<file path="src/rtl/serial_add.sv">
`default_nettype none
// +--------------------------------------------------------------------------+
// | serial_add : bit-serial adder/subtractor, one result bit per clock, LSB  |
// | first. Revision: 1.0                                                     |
// +--------------------------------------------------------------------------+
module serial_add #(
   parameter int WIDTH = 8
) (
   input  logic             clk,
   input  logic             rst,
   input  logic             start,
   input  logic             sub,
   input  logic [WIDTH-1:0] a,
   input  logic [WIDTH-1:0] b,
   output logic             busy,
   output logic             done,
   output logic [WIDTH-1:0] s,
   output logic             c
);

   localparam int CW = (WIDTH > 1) ? $clog2(WIDTH) : 1;

   typedef enum logic [1:0] {
      IDLE = 2'd0,
      RUN  = 2'd1,
      DONE = 2'd2
   } state_t;

   state_t           state_q, state_d;
   logic [WIDTH-1:0] a_q, a_d, b_q, b_d, res_q, res_d, s_q, s_d;
   logic [WIDTH-1:0] res_shift;
   logic [CW-1:0]    cnt_q, cnt_d;
   logic             cy_q, cy_d, c_q, c_d, busy_q, busy_d, done_q, done_d;
   logic             sum_bit, cy_next;

   assign sum_bit = a_q[0] ^ b_q[0] ^ cy_q;
   assign cy_next = (a_q[0] & b_q[0]) | (cy_q & (a_q[0] ^ b_q[0]));

   // The new bit enters at the MSB so the full result is aligned after WIDTH shifts.
   generate
      if (WIDTH == 1) begin : g_w1
         assign res_shift = sum_bit;
      end else begin : g_wn
         assign res_shift = {sum_bit, res_q[WIDTH-1:1]};
      end
   endgenerate

   always_comb begin
      state_d = state_q;
      a_d     = a_q;
      b_d     = b_q;
      res_d   = res_q;
      cnt_d   = cnt_q;
      cy_d    = cy_q;
      s_d     = s_q;
      c_d     = c_q;
      busy_d  = 1'b0;
      done_d  = 1'b0;
      case (state_q)
         IDLE: begin
            if (start) begin
               a_d     = a;
               b_d     = sub ? ~b : b;
               cy_d    = sub;
               cnt_d   = '0;
               res_d   = '0;
               busy_d  = 1'b1;
               state_d = RUN;
            end
         end
         RUN: begin
            a_d   = a_q >> 1;
            b_d   = b_q >> 1;
            cy_d  = cy_next;
            res_d = res_shift;
            if (cnt_q == CW'(WIDTH - 1)) begin
               cnt_d   = '0;
               s_d     = res_shift;
               c_d     = cy_next;
               done_d  = 1'b1;
               state_d = DONE;
            end else begin
               cnt_d  = cnt_q + CW'(1);
               busy_d = 1'b1;
            end
         end
         DONE: begin
            state_d = IDLE;
         end
         default: begin
            state_d = IDLE;
         end
      endcase
   end

   always_ff @(posedge clk or posedge rst) begin
      if (rst) begin
         state_q <= IDLE;
         a_q     <= '0;
         b_q     <= '0;
         res_q   <= '0;
         cnt_q   <= '0;
         cy_q    <= 1'b0;
         s_q     <= '0;
         c_q     <= 1'b0;
         busy_q  <= 1'b0;
         done_q  <= 1'b0;
      end else begin
         state_q <= state_d;
         a_q     <= a_d;
         b_q     <= b_d;
         res_q   <= res_d;
         cnt_q   <= cnt_d;
         cy_q    <= cy_d;
         s_q     <= s_d;
         c_q     <= c_d;
         busy_q  <= busy_d;
         done_q  <= done_d;
      end
   end

   assign busy = busy_q;
   assign done = done_q;
   assign s    = s_q;
   assign c    = c_q;

endmodule
`default_nettype wire
</file>
<file path="config.mk">
export PLATFORM = sky130hd
export DESIGN_NAME = serial_add
export DESIGN_NICKNAME = d
export VERILOG_FILES = /design/src/rtl/serial_add.sv
export SDC_FILE = /design/constraint.sdc
export NUM_CORES = 1
export LEC_CHECK = 0
export BUFFER_PORTS_ARGS = -buffer_cell sky130_fd_sc_hd__buf_2
export CAP_MARGIN = 25
export CORE_AREA = 2 2 63 59
export CTS_BUF_LIST = sky130_fd_sc_hd__clkbuf_8
export CTS_CLUSTER_SIZE = 8
export DETAILED_ROUTE_END_ITERATION = 16
export DIE_AREA = 0 0 65 61
export PLACE_DENSITY = 0.77
export SLEW_MARGIN = 10
export SYNTH_ARGS = -nofsm -noshare
export SYNTH_HDL_FRONTEND = slang
export SYNTH_SLANG_ARGS = --single-unit
</file>
<file path="constraint.sdc">
create_clock -name clk -period 1.8 [get_ports clk]
set_clock_uncertainty 0.1 [all_clocks]
set_input_delay 0.27 -clock clk [delete_from_list [all_inputs] [get_ports clk]]
set_output_delay 0.27 -clock clk [all_outputs]
set_load 0.05 [all_outputs]
</file>
==> impl_metrics.yaml <==
clock_network:
  cts_hold_buf: 0
  h-tree-depth: 2
  clk_latency_ns: 0.29
  cts_tree: "done"
  path_clk_slew_ns: 0.08
  clockRootBuffer: "clkbuf_8"
  post_cts_buffers: 0
  cts-resized-gates: 0
  cts_max_path_buffers: 2
  numCtsBuffers: 5
  clkSinkCount: 40
cells_and_area:
  synthToLayoutAreaGrowth_pct: 14.7
  multi_input_area_um2: 703
  layout_common_cells: "dfrtp_1, buf_2, nand2_1"
  nets: 195
  num_antenna_cells: 0
  fin_area_um2: 2040
  drive_above_1_share_pct: 32.6
  ff_latch_area_um2: 1000
  fill_cells: 248
  final_common_cell: "dfrtp_1"
floorplanning:
  die_w_um: 65
  die_h_um: 61
  initial_core_util_pct: 54.3
  rows: 20
  dieArea_um2: 3970
  pin_count: 31
  core_region_area_um2: 3280
routing:
  drtIter0Drc: 68
  ant_nets: 0
  drc: 0
  drt-wirelength-per-cell_um: 13.7
  dr.pass1.iters: 4
  routed_wl_mm: 2.97
  via_per_inst: 5.31
  dr_total_vias: 1147
power_and_ir_drop:
  netSwitchingPower_mw: 1.49
  p_comb_share_pct: 43.9
  static-leakage-power_nw: 1.06
  p_seq_share_pct: 41.2
  peakVddDrop_uv: 641
  p_int_mw: 2.24
  p_sw_share_pct: 40.0
  power.total_mw: 3.74
  power_density_nw_per_um2: 1830
  clkPwrFrac_pct: 14.9
yosys:
  avgSynthCellArea_um2: 12.9
  synth_cell_type_count: 27
  seq_area_frac_synth_pct: 56.2
  yosysTopAreaCell: "dfrtp_1"
  synth-edff-count: 0
  async_flop_share_pct: 100
  yosys.area.top_type_share_pct: 56.2
  yosys_warnings: 0
  synth_nets: 161
  synth_area_leaders: "dfrtp_1, mux2i_1, a22o_1, mux2_4, xor2_1"
  ys_ff_latch: 40
  synth_top_flop_cell: "dfrtp_1"
  syn_area_um2: 1780
  syn-instance-count: 138
worst_hold_path:
  hold_path_class: "in -> async"
run_status:
  violations: "negative hold slack"
  status: "finished, violations left"
sta:
  drv_slew: 0
  hold_ws_ns: -0.0152
  period_share_pct: 91.0
  finalSetupViolCount: 0
  hold_viol: 27
  fmax_ghz: 0.611
  maxSlewHeadroom_pct: 65.9
  tightest_slew_ns: 0.511
  grt_setup_unrepaired: "no"
  tns_ns: 0
  min_period_ns: 1.64
worst_setup_path:
  r2r_slack_ns: 0.16
  rr_worst_depth: 4
  cp_data_required_time_ns: 1.88
  reg2reg_from: "state_q[0]$_DFFE_PP0P_"
  arrival_ns: 1.72
  worstSetupPathType: "reg -> reg"
  startpoint_type: "register"
  crit_path_end_kind: "register"
  path_max_fanout: 13
  rr_endpoint: "b_q[1]$_DFFE_PP0P_"
global_routing:
  first_global_vias: 1131
  grt_max_degree: 41
  grt_overflow: 0
  antenna_found_initial: 0
  grt_usage_pct: 17.8
  grt_pass1_wl_mm: 5.13
job:
  maxCapViolations: 0
placement:
  portBuffers: 30
  gp_congestion: 0.769
  dpl_cell_area_um2: 1960
  dp_hpwl_mm: 2.06
[critical path: stages (launching register included)]
cell and delay [ns]:
dfrtp_1 0.44, nor2b_2 0.34, buf_4 0.31, mux2i_1 0.24
o21ai_1 0.08
[sequential cells by signal, indices dropped and copies added, names as in the netlist]
signal   cells
a_q          8
b_q          8
s            8
res_q        7
cnt_q        3
state_q      2
busy         1
c            1
cy_q         1
done         1
[logic make-up (layout without fill, tap and decap cells)]
| kind of cell | after synthesis | after routing | synth area share (%) |
|---|---|---|---|
| xor gates and xnor gates | 8 | 8 | 3.94 |
| adders and majority gates | 3 | 3 | 2.53 |
| buffers and inverters | 11 | 45 | 4.50 |
| muxes | 23 | 23 | 14.9 |
| DFF | 40 | 40 | 56.2 |
| and+or+nand+nor | 22 | 22 | 6.47 |
| AOI/OAI and AO/OA | 31 | 31 | 11.5 |
[metrics by stage]
stage | hold WS (ns) | cells | setup slack, ns | utilization, %
after floorplan | 0.303 | 138 | 0.344 | -
after global placement | 0.307 | 209 | 0.265 | 59.8
after detailed placement | 0.318 | 209 | 0.165 | 59.8
after CTS | 0.00707 | 216 | 0.147 | 62.3
after global routing | 0.0671 | 216 | 0.0631 | 62.3
final | -0.0152 | 216 | 0.162 | 62.3
[synth_stat cells, types with 3 or more instances]
cell type,n
a22o_1,11
buf_2,3
dfrtp_1,40
mux2_2,4
mux2_4,6
mux2i_1,13
nand2_1,15
o21ai_0,3
o21ai_1,12
xor2_1,8
[how the worst max path moves through the flow]
| stage | start | to | cells past startpoint |
|---|---|---|---|
| after floorplan | cnt_q[0]$_DFFE_PP0P_ | c$_DFFE_PP0P_ | 5 |
| after global placement | state_q[0]$_DFFE_PP0P_ | a_q[4]$_DFFE_PP0P_ | 4 |
| after detailed placement | state_q[0]$_DFFE_PP0P_ | b_q[1]$_DFFE_PP0P_ | 4 |
| after CTS | state_q[0]$_DFFE_PP0P_ | b_q[1]$_DFFE_PP0P_ | 4 |
| after global routing | state_q[0]$_DFFE_PP0P_ | b_q[1]$_DFFE_PP0P_ | 4 |
| final | state_q[0]$_DFFE_PP0P_ | b_q[1]$_DFFE_PP0P_ | 4 |
[final cells by class]
cell class	instances	area share (%)
clock buffer	5	3.37
sequential	40	49.0
clock inverter	2	0.613
inverter	3	0.674
multi-input combinational	87	34.4
timing repair buffer	35	9.19
tap	44	2.70
[layer usage]
metal	global-route usage, %	up-vias	part of all wire, %	wire length, um
met3	4.45	6	3.3	97
met5	0	-	0	0
met1	24.4	573	49	1440
li1	-	546	-	-
met2	25.9	22	46	1360
met4	10.9	0	2.5	73
[power groups by stage]
| stage | sequential [mW] | clock [mW] | combinational (mW) |
|---|---|---|---|
| finish | 1.54 | 0.557 | 1.64 |
| global route | 1.59 | 0.605 | 1.80 |
| CTS | 1.54 | 0.571 | 1.66 |
| detailed placement | 1.55 | 0 | 1.65 |
| global placement | 1.53 | 0 | 1.59 |
| floorplan | 1.88 | 0 | 1.02 |
No activity file was read; power rests on OpenSTA's default activity.
